<file path="config.mk">
export PLATFORM = sky130hd
export DESIGN_NAME = hazard_fwd_unit
export DESIGN_NICKNAME = d
export VERILOG_FILES = /design/src/rtl/hazard_pkg.sv /design/src/rtl/fwd_match.sv /design/src/rtl/hazard_fwd_unit.sv
export SDC_FILE = /design/constraint.sdc
export NUM_CORES = 1
export LEC_CHECK = 0
export CORE_ASPECT_RATIO = 1.1
export CORE_MARGIN = 1
export CORE_UTILIZATION = 50
export DETAILED_ROUTE_END_ITERATION = 8
export PLACE_DENSITY = 0.9
export SLEW_MARGIN = 5
export SYNTH_ARGS = -nofsm -noshare
export SYNTH_HDL_FRONTEND = slang
export SYNTH_SLANG_ARGS = --single-unit
export TNS_END_PERCENT = 100
</file>
<file path="constraint.sdc">
create_clock -name clk -period 4.1 [get_ports clk]
set_input_delay 0.82 -clock clk [delete_from_list [all_inputs] [get_ports clk]]
set_output_delay 0.82 -clock clk [all_outputs]
set_load 0.02 [all_outputs]
</file>
<file path="src/rtl/hazard_pkg.sv">
// Shared hazard/forwarding types: tracker entry, select width, select codes.
// Imported by hazard_fwd_unit and fwd_match.
package hazard_pkg;

  localparam int HZ_AW  = 5;
  localparam int RDY_W  = 3;
  localparam int FWD_RF = 0;
  localparam int FWD_ME = 1;

  typedef struct packed {
    logic             valid;
    logic [HZ_AW-1:0] rd;
    logic             wr;
    logic [RDY_W-1:0] rdy;
  } trk_e_t;

  function automatic int sel_w(input int nfwd);
    return $clog2(nfwd + 1);
  endfunction

endpackage

</file>
<file path="src/rtl/fwd_match.sv">
// Youngest-match resolver for one source: picks select or flags hazard.
// In: tracker, use_rs, rs. Out: sel (0=RF, k=stage k), hz.
module fwd_match
  import hazard_pkg::*;
#(
  parameter int NFWD   = 2,
  parameter int REG_AW = 5,
  parameter int SEL_W  = 2
) (
  input  trk_e_t            trk [0:NFWD],
  input  logic              use_rs,
  input  logic [REG_AW-1:0] rs,
  output logic [SEL_W-1:0]  sel,
  output logic              hz
);

  logic found;

  always_comb begin
    sel   = SEL_W'(FWD_RF);
    hz    = 1'b0;
    found = 1'b0;
    for (int j = 0; j <= NFWD; j++) begin
      if (!found && use_rs && (rs != '0) &&
          trk[j].valid && trk[j].wr &&
          (trk[j].rd == rs)) begin
        found = 1'b1;
        // WB stage is covered by RF write-through
        if (j == NFWD) begin
          sel = SEL_W'(FWD_RF);
        end else if ((j + 1) < int'(trk[j].rdy)) begin
          hz = 1'b1;
        end else begin
          sel = SEL_W'(FWD_ME + j);
        end
      end
    end
  end

endmodule

</file>
<file path="src/rtl/hazard_fwd_unit.sv">
// Registered hazard/forwarding controller: tracks post-EX writers, emits
// EX-aligned forward selects, load-use stall and branch flush.
// In: clk, rst_n, freeze, DE fields, br_taken_ex.
// Out: FUAsrc/FUBsrc, stall_fe/de, flush_de/ex.
// HAZARD_PERF_EN adds stall_cnt/flush_cnt.
module hazard_fwd_unit
  import hazard_pkg::*;
#(
  parameter int NFWD     = 2,
  parameter int REG_AW   = 5,
  parameter int LOAD_RDY = 2,
  localparam int SEL_W   = sel_w(NFWD)
) (
  input  logic              clk,
  input  logic              rst_n,
  input  logic              freeze,
  input  logic              valid_de,
  input  logic [REG_AW-1:0] rs1_de,
  input  logic [REG_AW-1:0] rs2_de,
  input  logic              use_rs1_de,
  input  logic              use_rs2_de,
  input  logic [REG_AW-1:0] rd_de,
  input  logic              RUWr_de,
  input  logic              is_load_de,
  input  logic              br_taken_ex,
  output logic [SEL_W-1:0]  FUAsrc,
  output logic [SEL_W-1:0]  FUBsrc,
  output logic              stall_fe,
  output logic              stall_de,
  output logic              flush_de,
`ifdef HAZARD_PERF_EN
  output logic              flush_ex,
  output logic [31:0]       stall_cnt,
  output logic [31:0]       flush_cnt
`else
  output logic              flush_ex
`endif
);

  trk_e_t trk_q [0:NFWD];
  trk_e_t trk_d [0:NFWD];

  logic [SEL_W-1:0] fua_q, fua_d;
  logic [SEL_W-1:0] fub_q, fub_d;
  logic [SEL_W-1:0] sel_a, sel_b;
  logic             hz_a, hz_b, hz;

  fwd_match #(
    .NFWD(NFWD), .REG_AW(REG_AW), .SEL_W(SEL_W)
  ) u_match_a (
    .trk(trk_q), .use_rs(use_rs1_de), .rs(rs1_de),
    .sel(sel_a), .hz(hz_a)
  );

  fwd_match #(
    .NFWD(NFWD), .REG_AW(REG_AW), .SEL_W(SEL_W)
  ) u_match_b (
    .trk(trk_q), .use_rs(use_rs2_de), .rs(rs2_de),
    .sel(sel_b), .hz(hz_b)
  );

  assign hz       = valid_de & (hz_a | hz_b);
  assign flush_de = br_taken_ex;
  assign flush_ex = br_taken_ex | hz;
  assign stall_fe = hz & ~br_taken_ex;
  assign stall_de = hz & ~br_taken_ex;
  assign FUAsrc   = fua_q;
  assign FUBsrc   = fub_q;

  always_comb begin
    trk_d = trk_q;
    fua_d = fua_q;
    fub_d = fub_q;
    if (!freeze) begin
      for (int k = 1; k <= NFWD; k++) begin
        trk_d[k] = trk_q[k-1];
      end
      trk_d[0].valid = valid_de & ~flush_ex;
      trk_d[0].rd    = rd_de;
      trk_d[0].wr    = RUWr_de;
      trk_d[0].rdy   = is_load_de ? RDY_W'(LOAD_RDY)
                                  : RDY_W'(1);
      // bubble or squash enters EX with a RF select
      if (valid_de && !flush_ex) begin
        fua_d = sel_a;
        fub_d = sel_b;
      end else begin
        fua_d = SEL_W'(FWD_RF);
        fub_d = SEL_W'(FWD_RF);
      end
    end
  end

  always_ff @(posedge clk or negedge rst_n) begin
    if (!rst_n) begin
      for (int k = 0; k <= NFWD; k++) begin
        trk_q[k] <= '0;
      end
      fua_q <= '0;
      fub_q <= '0;
    end else begin
      trk_q <= trk_d;
      fua_q <= fua_d;
      fub_q <= fub_d;
    end
  end

`ifdef HAZARD_PERF_EN
  logic [31:0] stall_cnt_q, stall_cnt_d;
  logic [31:0] flush_cnt_q, flush_cnt_d;

  always_comb begin
    stall_cnt_d = stall_cnt_q;
    flush_cnt_d = flush_cnt_q;
    if (!freeze) begin
      if (stall_de) stall_cnt_d = stall_cnt_q + 32'd1;
      if (flush_de) flush_cnt_d = flush_cnt_q + 32'd1;
    end
  end

  always_ff @(posedge clk or negedge rst_n) begin
    if (!rst_n) begin
      stall_cnt_q <= '0;
      flush_cnt_q <= '0;
    end else begin
      stall_cnt_q <= stall_cnt_d;
      flush_cnt_q <= flush_cnt_d;
    end
  end

  assign stall_cnt = stall_cnt_q;
  assign flush_cnt = flush_cnt_q;
`endif

endmodule

</file>
==> out/metrics.cfg, run 1 <==
[timing]
relSlewSlack=0.338
slew_violations=0
fmax_ghz=0.253
period_share=0.963
worst-slew-pin-transition_ps=991
rsz0062_at_grt=no
min_period_ps=3950
worst_hold_slack_ps=507
hold_viol=0
fin_skew_ps=8.06
finalSetupViolations=0

[global_routing]
grt_max_degree=26
grt_pass1_wl_mm=4.35
grt_use_total=0.231
antenna_found_initial=0
grt_pass1_vias=978
grt_overflow_total=0

[logic_synthesis]
synthTopCellsByArea=dfrtp_1 (47%), mux2_2 (15%), xnor2_1 (10%)
synth-simple-area-share=0.125
ys_ff_latch=22
netlist_area_mm2=0.00118
synth_top_area_frac=0.466
synth_xor_area_frac=0.148
syn_inst=104
synth_nets=128
synth_mux_area_frac=0.153
synth.largest_area_cell=dfrtp_1
ys_warn_count=0
avgSynthCellArea_um2=11.4
yosys.cell_types.count=24
synthAdderAreaFrac=0
synth_top_family_by_area=multiplexers
seq_area_frac_synth=0.466
synth_compound_area_frac=0.0763

[clocking]
cts_buffers=3
cts-root-buf=clkbuf_4
cts_tree=yes
cts_sinks=22
cts_buffer_depth=2
cts.clk_slew.worst_paths_ps=130
h-tree-depth=1
clkLatencyLatePin_ps=320

[setup_path]
worst-setup-path-type=input port to output pin
timing.rr.start=trk_q[27]$_DFFE_PN0N_
cp.arrival_ps=3130
endpoint_kind=output pin
r2r_slack_ps=2000
critPathRequiredTime_ps=3280
cp_max_fo=3
crit_path_start_kind=input port
critPathLaunch=rs2_de[3]

[cells_and_area]
final_cell_mix=clkdlybuf4s50_1 (28), dfrtp_1 (22), mux2_2 (16), xnor2_1 (14), buf_4 (14)
fin_nets=173
syn2layout_area_growth_pct=40.3
final_cell_area_mm2=0.00166
n_antenna_cell=0
mostFrequentLayoutCell=clkdlybuf4s50_1
nFillCells=148
drive_above_1_share=0.264
fin_cells=178
final_util=0.743

[job]
maxCapViolCount=0

[drt]
routedWlPerCell_um=15.0
ant_nets=0
drt-total-wl_mm=2.67
route.detailed.drc=0
drt_first_pass_iters=4
vias_per_cell=5.50
vias=979
drt_first_iter_violations=15

[floorplanning]
fp.dieArea_mm2=0.00256
core_area_mm2=0.00223
dieWidth_um=48.3
fp.dieH_um=53.0
rows=18
start_util=0.530
ios=32

[placement]
io_buffers=31
routabilityCongestion=0.827
post_dp_cell_area_mm2=0.00160
dp_hpwl_mm=2.03
dp.cells=173

[worst_hold_path]
hold_start=FUBsrc[0]$_DFFE_PN0N_
hold_class=register to register

[power]
p_per_area_mw_per_mm2=328
p_leak_uw=0.000685
power_uw=543
max-vdd-ir-drop_uv=298

[status]
status=finished, final reports clean

==> logic make-up after synthesis <==
logic type             after synthesis
AND/OR/NAND/NOR                     26
flip-flops                          22
XOR/XNOR                            20
multiplexers                        16
AO/OA/AOI/OAI                       12
buffers and inverters                8
==> worst max-delay path, stage by stage <==
cell and delay [ps]:
clkdlybuf4s50_1 440, buf_4 160, xnor2_1 170, nand4_1 100
nor4_1 480, nor3_1 150, o21ai_0 330, a21oi_1 140
dlygate4sd2_1 350
==> final cells by class <==
| cell class | count | area [um2] | share of cell area |
|---|---|---|---|
| clock buffer | 3 | 22.5 | 0.0136 |
| clock inverter | 1 | 30.0 | 0.0181 |
| inverter | 3 | 11.3 | 0.00680 |
| multi-input combinational | 74 | 593 | 0.358 |
| sequential | 22 | 551 | 0.332 |
| tap | 30 | 37.5 | 0.0227 |
| timing repair buffer | 45 | 412 | 0.248 |
==> report_power, final <==
part	switching (uW)	total, uW	internal [uW]
sequential	22.2	260	238
clock	70.3	169	99.0
combinational	45.0	113	68.2
==> cell usage after synthesis <==
cell type,n
nor2_1,2
a21oi_1,1
xor2_1,6
nand4_1,4
mux2_2,16
inv_1,3
clkbuf_1,1
nor3_1,2
buf_4,2
nor4_2,1
nand3_1,2
o211ai_2,1
dfrtp_1,22
buf_1,2
or4_4,2
nor4_1,3
or4_1,1
xnor2_1,14
nand2_1,9
o21ai_1,2
a31oi_1,1
o21ai_0,4
a32o_1,2
o21ai_4,1
==> per-layer routing <==
layer	track usage	wire length [um]	vias to the layer above
li1	-	-	455
met1	0.242	1050	481
met2	0.430	1420	30
met3	0.0517	86	13
met4	0.142	114	0
met5	0	0	-
==> worst paths after layout <==
| path | to | cells past startpoint |
|---|---|---|
| max | stall_fe | 9 |
| min | FUBsrc[0]$_DFFE_PN0N_ | 2 |
| max reg2reg | trk_q[29]$_DFFE_PN0N_ | 7 |
| min reg2reg | FUBsrc[0]$_DFFE_PN0N_ | 2 |
| max in group asynchronous | trk_q[24]$_DFFE_PN0N_ | 1 |
| min in group asynchronous | trk_q[20]$_DFFE_PN0N_ | 1 |
==> stage by stage <==
stage | TNS (ps) | worst slack, ps
floorplan | 0 | 629
detailed placement | -383 | -138
global placement | -60.8 | -22.7
CTS | 0 | 152
global route | 0 | 16.9
finish | 0 | 150
==> what timing repair did <==
action                                  CTS  global route
endpoints found under the setup margin    3             0
hold buffers                              0             0
resized for setup                         3             0
setup buffers                             1             0
hold endpoints to repair                  0             0
==> sequential cells by signal, indices dropped and copies added (netlist names) <==
signal,flops
trk_q,18
FUBsrc,2
FUAsrc,2
No activity file was read; power rests on OpenSTA's default activity.
==> run 2, diff against run 1 <==
--- a/config.mk
+++ b/config.mk
@@ -7,9 +7,10 @@
 export LEC_CHECK = 0
 export CORE_ASPECT_RATIO = 1.1
 export CORE_MARGIN = 1
-export CORE_UTILIZATION = 50
+export CORE_UTILIZATION = 27
+export CTS_CLUSTER_SIZE = 20
 export DETAILED_ROUTE_END_ITERATION = 8
-export PLACE_DENSITY = 0.9
+export PLACE_DENSITY = 0.58
 export SLEW_MARGIN = 5
 export SYNTH_ARGS = -nofsm -noshare
 export SYNTH_HDL_FRONTEND = slang
==> out/metrics.cfg, run 2 (same netlist as run 1, synthesis figures left out) <==
[status]
status=finished, final reports clean

[setup_path]
cp_max_fo=3  ; unchanged
critPathRequiredTime_ps=3280  ; about the same
endpoint_kind=output pin
crit_path_start_kind=input port
worst-setup-path-type=input port to output pin
cp.arrival_ps=3110  ; -20 ps

[timing]
setup_slack_ps=166  ; +16.3 ps
min_period_ps=3930  ; -16.3 ps
slew_violations=0  ; unchanged
hold_viol=0  ; unchanged
finalSetupTns_ps=0  ; unchanged
worst-slew-pin-transition_ps=1040  ; +49.9 ps
fmax_ghz=0.254  ; +0.41%
relSlewSlack=0.304  ; -0.0334
period_share=0.959  ; -0.00398
finalSetupViolations=0  ; unchanged
rsz0062_at_grt=no
fin_skew_ps=2.01  ; -6.05 ps

[cells_and_area]
largest_register_ffs=18  ; unchanged
fin_cells=199  ; +12%
drive_above_1_share=0.259  ; -0.00501
final_cell_mix=clkdlybuf4s50_1 (28), dfrtp_1 (22), mux2_2 (16), xnor2_1 (14), buf_4 (13)
mostFrequentLayoutCell=clkdlybuf4s50_1
regMostFlops=trk_q
nFillCells=421  ; +180%
final_cell_area_mm2=0.00168  ; +1.4%
n_antenna_cell=0  ; unchanged
syn2layout_area_growth_pct=42.2
fin_nets=172  ; -0.58%

[floorplanning]
rows=24  ; +6
fp.dieArea_mm2=0.00464  ; +81%
start_util=0.289  ; -0.241
dieWidth_um=65.1  ; +35%
fp.dieH_um=71.4  ; +35%
ios=32  ; unchanged
core_area_mm2=0.00408  ; +83%

[power]
p_per_area_mw_per_mm2=311  ; -5.1%
max-vdd-ir-drop_uv=153  ; -49%
p_leak_uw=0.000681  ; -0.57%
power_uw=522  ; -3.8%

[clocking]
cts-resized-gates=3  ; unchanged
cts.clk_slew.worst_paths_ps=80  ; -50 ps
h-tree-depth=1  ; unchanged
cts-root-buf=clkbuf_8
cts_buffers=3  ; unchanged
cts_buffer_depth=2  ; unchanged
clkLatencyLatePin_ps=260  ; -60 ps
post_cts_buffers=0  ; -1
cts_sinks=22  ; unchanged
cts_hold_buffers=0  ; unchanged
cts_tree=yes

[global_routing]
antenna_found_initial=0  ; unchanged
grt_overflow_total=0  ; unchanged
grt_max_degree=26  ; unchanged
grt_pass1_wl_mm=4.36  ; +0.16%
grt_pass1_vias=1013  ; +3.6%
grt_use_total=0.121  ; -0.110

[drt]
topRoutingLayerUsed=met4
vias=932  ; -4.8%
vias_per_cell=4.68  ; -15%
drt_first_pass_iters=2  ; -2
routedWlPerCell_um=12.5  ; -16%
m1WireLength_mm=1.02  ; -2.7%
drt-total-wl_mm=2.50  ; -6.6%
ant_nets=0  ; unchanged
wl_met2_mm=1.32  ; -6.8%
route.detailed.drc=0  ; unchanged
drt_first_iter_violations=18  ; +3
dr_wl_met3_um=122  ; +42%

[placement]
dp_hpwl_mm=2.02  ; -0.53%
io_buffers=31  ; unchanged
dp.cells=195  ; +13%
post_dp_cell_area_mm2=0.00163  ; +1.7%
place_ws_ps=-109  ; +29.1 ps
routabilityCongestion=0.810  ; -2.1%

[worst_hold_path]
hold_class=register to register

[job]
maxCapViolCount=0  ; unchanged

==> run 2: changes by cell type in the layout (fill, tap and decap cells not counted), sizes merged <==
| cell | previous run | this run |
|---|---|---|
| buf | 14 | 13 |
| clkbuf | 3 | 4 |
| bufinv | 1 | 0 |
==> run 2: path summary, 6_finish.rpt <==
check,slack (ps),cells past startpoint,to,start
min,480,2,FUBsrc[0]$_DFFE_PN0N_,FUBsrc[0]$_DFFE_PN0N_
max in group asynchronous,2420,1,trk_q[21]$_DFFE_PN0N_,rst_n
min in group asynchronous,1090,1,trk_q[26]$_DFFE_PN0N_,rst_n
max,170,8,flush_ex,rs2_de[0]
max reg2reg,2140,6,trk_q[29]$_DFFE_PN0N_,trk_q[26]$_DFFE_PN0N_
min reg2reg,480,2,FUBsrc[0]$_DFFE_PN0N_,FUBsrc[0]$_DFFE_PN0N_
==> run 2: power by group <==
part / switching, uW / leakage [uW] / internal [uW]
combinational: 41.6 / 0.000382 / 67.5
sequential: 22.7 / 0.000270 / 238
clock: 66.7 / 0.0000288 / 85.5
total: 131 / 0.000681 / 391
==> run 2: critical path, cell delays in order <==
cell	delay (ps)
clkdlybuf4s50_1	420
or4_1	520
o21ai_1	180
nor4_1	110
nor3_1	280
o21ai_0	230
a31oi_1	210
dlygate4sd2_1	350
==> run 2: routing by layer <==
| metal | global-route usage | up-vias |
|---|---|---|
| li1 | - | 454 |
| met5 | 0 | - |
| met3 | 0.0223 | 4 |
| met1 | 0.135 | 449 |
| met2 | 0.223 | 25 |
| met4 | 0.0483 | 0 |
==> run 2: layout make-up <==
type,count,area (um2),area share
Inverter,3,11.3,0.00671
Timing Repair Buffer,44,404,0.241
Multi-Input combinational cell,74,593,0.353
Tap cell,52,65.1,0.0387
Sequential cell,22,551,0.328
Clock buffer,4,55.1,0.0328
==> run 2: stage by stage <==
step / utilization / hold WS, ps
finish: 0.411 / 480
CTS: 0.411 / 487
global route: 0.411 / 530
floorplan: - / 449
detailed placement: 0.399 / 468
global placement: 0.399 / 465
